File: config.mk
export PLATFORM = sky130hd
export DESIGN_NAME = ssd_scan_decoder
export DESIGN_NICKNAME = d
export VERILOG_FILES = /design/src/rtl/ssd_pkg.sv /design/src/rtl/ssd_seg_decode.sv /design/src/rtl/ssd_scan_decoder.sv
export SDC_FILE = /design/constraint.sdc
export NUM_CORES = 1
export LEC_CHECK = 0
export ABC_CLOCK_PERIOD_IN_PS = 2900
export BUFFER_PORTS_ARGS = -buffer_cell sky130_fd_sc_hd__buf_2
export CAP_MARGIN = 20
export CORE_ASPECT_RATIO = 0.75
export CORE_UTILIZATION = 55
export DETAILED_ROUTE_END_ITERATION = 10
export PLACE_DENSITY = 0.81
export SYNTH_ARGS = -nofsm -noshare
export SYNTH_HDL_FRONTEND = slang
export SYNTH_SLANG_ARGS = --single-unit
File: constraint.sdc
create_clock -name sysclk -period 2.9 [get_ports sysclk]
set_input_delay 0.145 -clock sysclk [delete_from_list [all_inputs] [get_ports sysclk]]
set_output_delay 0.145 -clock sysclk [all_outputs]
set_load 0.02 [all_outputs]
File: src/rtl/ssd_pkg.sv
// ssd_pkg: scan-bus field positions, segment code table and FSM state type
// shared by the scan decoder and its segment decode sub-module.
package ssd_pkg;

   localparam int EN_BIT  = 12;
   localparam int AN_MSB  = 11;
   localparam int AN_LSB  = 8;
   localparam int DP_BIT  = 7;
   localparam int SEG_MSB = 6;
   localparam int SEG_LSB = 0;

   // segment code for nibble n lives at SEG_CODE[n] (abcdefg, active-high)
   localparam logic [15:0][6:0] SEG_CODE = {
      7'h47, 7'h4F, 7'h3D, 7'h4E, 7'h1F, 7'h77, 7'h7B, 7'h7F,
      7'h70, 7'h5F, 7'h5B, 7'h33, 7'h79, 7'h6D, 7'h30, 7'h7E
   };

   typedef enum logic [1:0] {
      IDLE    = 2'd0,
      COLLECT = 2'd1,
      PUBLISH = 2'd2
   } ssd_state_e;

endpackage

File: src/rtl/ssd_seg_decode.sv
// ssd_seg_decode: combinational map from a 7-bit segment pattern back to
// its hex nibble; hit is low when the pattern is not one of the 16 codes.
module ssd_seg_decode
   import ssd_pkg::*;
(
   input  logic [6:0] seg,
   output logic [3:0] nibble,
   output logic       hit
);

   // table search; codes are unique so at most one entry matches
   always_comb begin
      nibble = 4'h0;
      hit    = 1'b0;
      for (int i = 0; i < 16; i++) begin
         if (seg == SEG_CODE[i]) begin
            nibble = 4'(i);
            hit    = 1'b1;
         end
      end
   end

endmodule

File: src/rtl/ssd_scan_decoder.sv
// ssd_scan_decoder: samples the multiplexed seven-segment scan bus, filters
// scan transitions, decodes each digit and republishes the 4-digit value.
// Build option: define SSD_DP_CAPTURE_EN to capture and publish per-digit dp;
// otherwise dp is tied low and the dp bit of the bus is ignored.
//
// state   | meaning
// IDLE    | no digit captured in the current frame (mask = 0)
// COLLECT | partial frame; waiting for remaining digits or timeout
// PUBLISH | one cycle: value_valid high, mask cleared
module ssd_scan_decoder
   import ssd_pkg::*;
#(
   parameter int STABLE_CYCLES  = 4,
   parameter int TIMEOUT_CYCLES = 65535,
   parameter int TO_W           = 16
) (
   input  logic        sysclk,
   input  logic        reset,
   input  logic [12:0] ssd_in,
   output logic [15:0] value,
   output logic        value_valid,
   output logic [3:0]  digit_mask,
   output logic [3:0]  dp,
   output logic        seg_err,
   output logic        anode_err,
   output logic        frame_timeout
);

   localparam int               CNT_W    = $clog2(STABLE_CYCLES + 1);
   localparam logic [CNT_W-1:0] CNT_SAT  = CNT_W'(STABLE_CYCLES - 1);
   localparam logic [CNT_W-1:0] CNT_PRE  = CNT_W'(STABLE_CYCLES - 2);
   localparam logic [TO_W-1:0]  TMR_LOAD = TO_W'(TIMEOUT_CYCLES);

   logic [12:0]      sync1_q, s_q, s_prev_q;
   logic [12:0]      pat_q, pat_d;
   logic [CNT_W-1:0] stab_cnt_q, stab_cnt_d;
   logic             accept_q, accept_d;

   // synchronizer, previous-sample register, stability counter, accepted pattern
   always_ff @(posedge sysclk or negedge reset) begin
      if (!reset) begin
         sync1_q    <= '0;
         s_q        <= '0;
         s_prev_q   <= '0;
         stab_cnt_q <= '0;
         accept_q   <= 1'b0;
         pat_q      <= '0;
      end else begin
         sync1_q    <= ssd_in;
         s_q        <= sync1_q;
         s_prev_q   <= s_q;
         stab_cnt_q <= stab_cnt_d;
         accept_q   <= accept_d;
         pat_q      <= pat_d;
      end
   end

   // acceptance fires only on the step into CNT_SAT, so a held pattern is taken once
   always_comb begin
      stab_cnt_d = '0;
      accept_d   = 1'b0;
      pat_d      = pat_q;
      if (s_q == s_prev_q) begin
         stab_cnt_d = (stab_cnt_q == CNT_SAT) ? CNT_SAT : stab_cnt_q + 1'b1;
         if (stab_cnt_q == CNT_PRE) begin
            accept_d = 1'b1;
            pat_d    = s_q;
         end
      end
   end

   logic [3:0] an;
   logic [3:0] seg_nib;
   logic       seg_hit, blank, an_onehot, capture;

   assign an = pat_q[AN_MSB:AN_LSB];

   ssd_seg_decode u_seg_decode (
      .seg    (pat_q[SEG_MSB:SEG_LSB]),
      .nibble (seg_nib),
      .hit    (seg_hit)
   );

   // classify the accepted pattern; a bad anode masks any segment error
   always_comb begin
      blank     = !pat_q[EN_BIT] || (an == 4'b0000);
      an_onehot = ((an & (an - 4'd1)) == 4'b0000);
      capture   = accept_q && !blank && an_onehot && seg_hit;
      anode_err = accept_q && !blank && !an_onehot;
      seg_err   = accept_q && !blank && an_onehot && !seg_hit;
   end

   ssd_state_e      state_q, state_d;
   logic [3:0]      mask_q, mask_d;
   logic [15:0]     shadow_q, shadow_d;
   logic [15:0]     value_q, value_d;
   logic [TO_W-1:0] tmr_q, tmr_d;
`ifdef SSD_DP_CAPTURE_EN
   logic [3:0]      shadow_dp_q, shadow_dp_d;
   logic [3:0]      dp_q, dp_d;
`endif

   // frame state, shadow digits, published value and timeout down-counter
   always_ff @(posedge sysclk or negedge reset) begin
      if (!reset) begin
         state_q     <= IDLE;
         mask_q      <= '0;
         shadow_q    <= '0;
         value_q     <= '0;
         tmr_q       <= '0;
`ifdef SSD_DP_CAPTURE_EN
         shadow_dp_q <= '0;
         dp_q        <= '0;
`endif
      end else begin
         state_q     <= state_d;
         mask_q      <= mask_d;
         shadow_q    <= shadow_d;
         value_q     <= value_d;
         tmr_q       <= tmr_d;
`ifdef SSD_DP_CAPTURE_EN
         shadow_dp_q <= shadow_dp_d;
         dp_q        <= dp_d;
`endif
      end
   end

   // next-state: value is loaded on entry to PUBLISH so it is stable while value_valid is high
   always_comb begin
      state_d       = state_q;
      mask_d        = mask_q;
      shadow_d      = shadow_q;
      value_d       = value_q;
      tmr_d         = tmr_q;
      value_valid   = 1'b0;
      frame_timeout = 1'b0;
`ifdef SSD_DP_CAPTURE_EN
      shadow_dp_d   = shadow_dp_q;
      dp_d          = dp_q;
`endif
      if (capture) begin
         for (int i = 0; i < 4; i++) begin
            if (an[i]) begin
               shadow_d[4*i +: 4] = seg_nib;
`ifdef SSD_DP_CAPTURE_EN
               shadow_dp_d[i]     = pat_q[DP_BIT];
`endif
            end
         end
      end
      case (state_q)
         IDLE: begin
            if (capture) begin
               mask_d  = mask_q | an;
               tmr_d   = TMR_LOAD;
               state_d = COLLECT;
            end
         end
         COLLECT: begin
            if (mask_q == 4'b1111) begin
               value_d = shadow_q;
`ifdef SSD_DP_CAPTURE_EN
               dp_d    = shadow_dp_q;
`endif
               state_d = PUBLISH;
            end else if (capture) begin
               mask_d = mask_q | an;
               tmr_d  = TMR_LOAD;
            end else if (tmr_q == '0) begin
               frame_timeout = 1'b1;
               mask_d        = '0;
               state_d       = IDLE;
            end else begin
               tmr_d = tmr_q - 1'b1;
            end
         end
         PUBLISH: begin
            value_valid = 1'b1;
            if (capture) begin
               mask_d  = an;
               tmr_d   = TMR_LOAD;
               state_d = COLLECT;
            end else begin
               mask_d  = '0;
               state_d = IDLE;
            end
         end
         default: begin
            mask_d  = '0;
            state_d = IDLE;
         end
      endcase
   end

   assign value      = value_q;
   assign digit_mask = mask_q;
`ifdef SSD_DP_CAPTURE_EN
   assign dp         = dp_q;
`else
   logic unused_dp;
   assign unused_dp  = pat_q[DP_BIT];
   assign dp         = 4'b0000;
`endif

endmodule

# After elaboration in Yosys (flattened, before gate mapping)
# Index checks and enable logic that the tools add are counted.
dict set report word_totals {
  ff_bits 110
  inputBits 15
  output_inout_bits 28
}
dict set report op_classes {
  n_addsub 3
  n_eq_ne 29
  n_mux 57
  bitwise 2
  reduce_logical 25
}
# cell count
set op_table {}
lappend op_table {{$eq 7x7->1 const B} 12}
lappend op_table {{$mux 16} 4}
lappend op_table {{$mux 4} 13}
lappend op_table {{$pmux 16 s2} 1}
lappend op_table {{$mux 1} 25}
lappend op_table {{$eq 7x6->1 const B} 3}
lappend op_table {{$mux 3} 6}
lappend op_table {{$logic_not 16->1} 1}
lappend op_table {{$sub 16x1->16 const B} 1}
lappend op_table {{$eq 13x13->1} 1}
lappend op_table {{$mux 2} 6}
lappend op_table {{$ne 3x3->1 const B} 4}
lappend op_table {{$pmux 4 s3} 1}
lappend op_table {{$reduce_and 2->1} 6}
lappend op_table {{$logic_not 4->1} 2}
lappend op_table {{$eq 7x5->1 const B} 1}
lappend op_table {{$eq 3x2->1 const B} 2}
lappend op_table {{$pmux 2 s3} 1}
lappend op_table {{$reduce_and 3->1} 2}
lappend op_table {{$logic_and 1x1->1} 5}
lappend op_table {{$and 4x4->4} 1}
lappend op_table {{$eq 4x4->1 const B} 1}
lappend op_table {{$logic_not 1->1} 4}
lappend op_table {{$ne 2x2->1 const B} 2}
lappend op_table {{other kinds (11)} 11}

# Depth between registers and ports, before layout
dict set report logic_depth {
  ltp_word 21
  mapped_depth 9
}

# Cells and area by module
# From an unflattened synthesis, not the netlist that was laid out.
dict set report unflattened {
  cells_unflattened 391
  area_unflattened_um2 4859.7
}
# mod n_inst cells_per_inst area_each_um2
set by_module_without_submodules {}
lappend by_module_without_submodules {ssd_scan_decoder 1 341 4536.9}
lappend by_module_without_submodules {ssd_seg_decode 1 50 322.8}

# Least setup slack after synthesis
# No wires, ideal clock.
dict set report synth_timing {
  kind {flip-flop to output port}
  startpoint {reg pat_q[2]}
  endpoint {out frame_timeout}
  t_arrival_ns 2.076
  required_time_ns 2.755
  path_slack_ns 0.679
  stages_incl_launch_ff 8
  path_buffers 2
  cell_sequence {dfrtp_1 > buf_2 > nor2b_1 > and4bb_2 > nor3_2 > a31oi_2 > buf_6 > nor3_1}
}
dict set report synth_via {
  elab_chain_cells 21
}
# item line
set synth_rtl {}
lappend synth_rtl {{from (decl)} ssd_scan_decoder.sv:35} ;# logic [12:0] pat_q, pat_d;
lappend synth_rtl {{from (signal assigned)} ssd_scan_decoder.sv:54} ;# pat_q <= pat_d;
lappend synth_rtl {{$eq 7x7->1} ssd_seg_decode.sv:16} ;# if (seg == SEG_CODE[i]) begin
lappend synth_rtl {{$mux 1 (15 in series)} ssd_seg_decode.sv:16}
lappend synth_rtl {{$mux 1 *} ssd_seg_decode.sv:16}
lappend synth_rtl {{$logic_and 1x1->1 *} ssd_scan_decoder.sv:88} ;# capture = accept_q && !blank && an_onehot && seg_hit;
lappend synth_rtl {{$mux 1 *} ssd_scan_decoder.sv:166} ;# end else if (capture) begin
lappend synth_rtl {{$mux 1 *} ssd_scan_decoder.sv:160} ;# if (mask_q == 4'b1111) begin
lappend synth_rtl {{$mux 1 *} ssd_scan_decoder.sv:151} ;# case (state_q)
lappend synth_rtl {{to (decl)} ssd_scan_decoder.sv:26} ;# output logic frame_timeout
# Mark *: on every way between the ends. The rest lies on a longest branch, timed or not.

# Worst setup path after layout
dict set report layout_timing {
  startpoint {reg pat_q[1]}
  endpoint {out frame_timeout}
}
# Same word-level chain as after synthesis.

==> summary.txt <==
Status
  – Status: finished clean

Clock network
  – Worst-Skew Late Latency: about 0.38 ns
  – TritonCTS Sinks: ~110
  – Root Driver: clkbuf_8
  – Clock Pin Slew Worst Setup and Hold Paths: ~0.11 ns
  – Clock Tree Buf Depth: 2
  – CTS tree: done
  – Post-CTS Setup Bufs: 0
  – TritonCTS buffer count: 9
  – Htree depth: 3

Cells and area
  – Proportion of layout cells with a drive suffix above 1: 0.247
  – Final cell utilization of the core: 0.649
  – Antenna diodes: 0
  – Most frequent cells in the layout: dfrtp_1 (108), buf_2 (37), mux2_2 (31)
  – Commonest non-fill, non-tap cell in the layout: dfrtp_1
  – Area grow syn2layout: 13.5%
  – Fill cell count: around 600
  – Final instance area: roughly 0.0051 mm^2
  – Nets: between 400 and 500

Floorplanning
  – Initial Util: 0.572
  – Die area: roughly 0.0086 mm^2
  – Die width: about 110 um
  – Chip height: just over 80 um
  – Core area: 0.00792 mm^2
  – Top Ports: between 40 and 50
  – # rows: 28

Timing
  – Finish-stage setup viols: 0
  – Final clock skew: ~0.0085 ns
  – Final Hold Viols: 0
  – Clock period minus final worst setup slack: approximately 2.6 ns
  – Worst slew pin tran: 0.610 ns
  – Max-slew violations: 0
  – Final period utilization: 0.907
  – Fmax: 380 MHz
  – Setup TNS: 0 ns
  – RSZ-0062 raised after global routing: false
  – Rel. slew slack: 0.589

Placed design
  – Placed cell area: 0.00479 mm^2
  – Port Buffer Count: 38
  – Hpwl dp: approximately 5.3 mm
  – Placer Congestion: between 0.8 and 0.9

Worst setup path
  – Top Family by Delay on Critical Path: compound AO/OA/AOI/OAI gates
  – CP Capture Type: output pin
  – Setup CP Type: reg2out
  – CP max stage delay: just over 0.5 ns
  – Worst-path cell chain: and2_1 > a32o_1 > a21oi_1 > a31oi_2 > nor3_1 > buf_2
  – Slowest-stage cell, CP: dfrtp_1
  – Crit start category: register
  – Bufs and invs on worst path: 1
  – CP Data Required Time: approximately 2.8 ns
  – Arr. time, crit path: ~2.5 ns
  – Max FO, Critical Path: 10

Routing
  – DRC Markers: 0
  – Vias per inst: 5.68
  – Final wirelength: 8.10 mm
  – DR WL/cell: approximately 16 um
  – Pre-antenna DRT Iters: 5
  – DR iter-0 viols: between 200 and 250
  – Detail Route Antenna Nets: 0
  – Via Count: 2941

Yosys
  – Yosys cell types: 57
  – Avg Cell Area, Syn: ~13 um^2
  – Ys async rst share: 1.00
  – Cell Area, Synth: between 0.004 and 0.005 mm^2
  – Synth Flop Type: dfrtp_1
  – Number of synthesized flops with an enable pin: 0
  – Register area share after synthesis: 0.603
  – Synth Register Bits: between 100 and 150
  – Ys Warns: 0
  – Cells after Synth: about 360

Global routing
  – GRT overflow: 0
  – Total GRT Usage: 0.210
  – Vias in the first global route: 2840
  – Largest net degree at the start of global routing: between 100 and 150
  – First-pass GRT wire length: 13.5 mm
  – Initial antenna violation count: 0

Power and ir drop
  – Power density over the cells: 488 mW/mm^2
  – VDD IR-drop max: 419 uV
  – Leakage: 2.44 nW

Flow run
  – Max-Cap Viols: 0

Hold path
  – HP Class: in2async
## tightest hold or removal path, cell delays in order
cell and delay (ns):
dlygate4sd3_1 0.53, buf_4 0.11, buf_12 0.37
## state kept, by name (all words and copies together), names as in the netlist
register    flops
digit_mask      4
s_q            13
stab_cnt_q      3
sync1_q        13
shadow_q       16
pat_q          12
tmr_q          16
value          16
accept_q        1
s_prev_q       13
state_q         2
## cell type report
class | count | area, um^2 | share of cell area
Multi-Input combinational cell | 218 | 1650 | 0.321
Sequential cell | 109 | 2730 | 0.531
Clock inverter | 7 | 71.3 | 0.0139
Tap cell | 105 | 131 | 0.0256
Inverter | 13 | 48.8 | 0.00950
Clock buffer | 9 | 124 | 0.0241
Timing Repair Buffer | 57 | 383 | 0.0746
## routing by layer
layer  share of wire  vias up  GRT usage
li1                -     1376          -
met1            0.46     1463      0.286
met2            0.47       93      0.323
met3           0.058        9     0.0690
met4           0.011        0     0.0589
met5               0        -          0
## cells by family (layout without fill, tap and decap cells)
logic type,Yosys count,in the layout,share of synthesized area
flops,109,109,0.603
simple gates,93,93,0.124
compound gates,63,63,0.100
buf+inv,35,86,0.0401
mux,31,31,0.0771
xor+xnor,23,23,0.0445
fa+ha+maj,4,4,0.0105
other cells,1,4,0.000829
## synthesized netlist by cell type (3+ instances only)
cell,n,area [um^2]
o22ai_1,5,31.3
o21ai_0,6,30.0
nand4_1,3,18.8
buf_4,4,30.0
o211ai_1,4,30.0
nand2_1,21,78.8
nor3_1,7,35.0
clkbuf_1,4,15.0
dfrtp_1,109,2730
nor2b_1,3,18.8
buf_6,3,33.8
nand3b_1,4,30.0
xor2_1,13,114
a31oi_1,6,37.5
nor3b_1,4,30.0
buf_2,10,50.1
nand3_1,11,55.1
or3_1,5,31.3
nor4_1,4,25.0
nor2_1,6,22.5
inv_1,13,48.8
ha_1,3,37.5
xnor2_1,10,87.6
a32o_1,9,90.1
and2_1,6,37.5
mux2_2,31,349
a21oi_1,17,85.1
## final timing paths
kind | startpoint | end | slack [ns] | depth (start not counted)
setup / recovery | pat_q[1] | frame_timeout | 0.27 | 6
hold / removal | reset | tmr_q[8] | 0.31 | 3
setup reg to reg | pat_q[3] | shadow_q[3] | 0.37 | 7
hold reg to reg | sync1_q[1] | s_q[1] | 0.36 | 0
max in group asynchronous | reset | pat_q[5] | 2.05 | 3
min in group sysclk | sync1_q[1] | s_q[1] | 0.36 | 0
## power by group
part           internal [mW]  switching, mW
registers               1.55         0.0161
logic                 0.0318         0.0426
clock network          0.332          0.537
total                   1.91          0.596
## timing repair
| item | in CTS | in global routing |
|---|---|---|
| hold buffers | 14 | 0 |
| endpoints found under the setup margin | 0 | 2 |
| gates resized for setup | 0 | 3 |
| endpoints found under the hold margin | 122 | 0 |
## through the flow
| stage | hold slack (ns) | std cells | power [mW] | setup WS [ns] |
|---|---|---|---|---|
| 2_1_floorplan | -0.151 | 362 | 1.61 | 0.679 |
| 3_3_place_gp | 0.252 | 488 | 1.65 | 0.517 |
| 3_5_place_dp | 0.254 | 488 | 1.66 | 0.427 |
| 4_1_cts | 0.360 | 518 | 2.54 | 0.175 |
| 5_1_grt | 0.365 | 518 | 2.61 | 0.0271 |
| 6_report | 0.310 | 518 | 2.51 | 0.271 |
No activity file was read; power rests on OpenSTA's default activity.
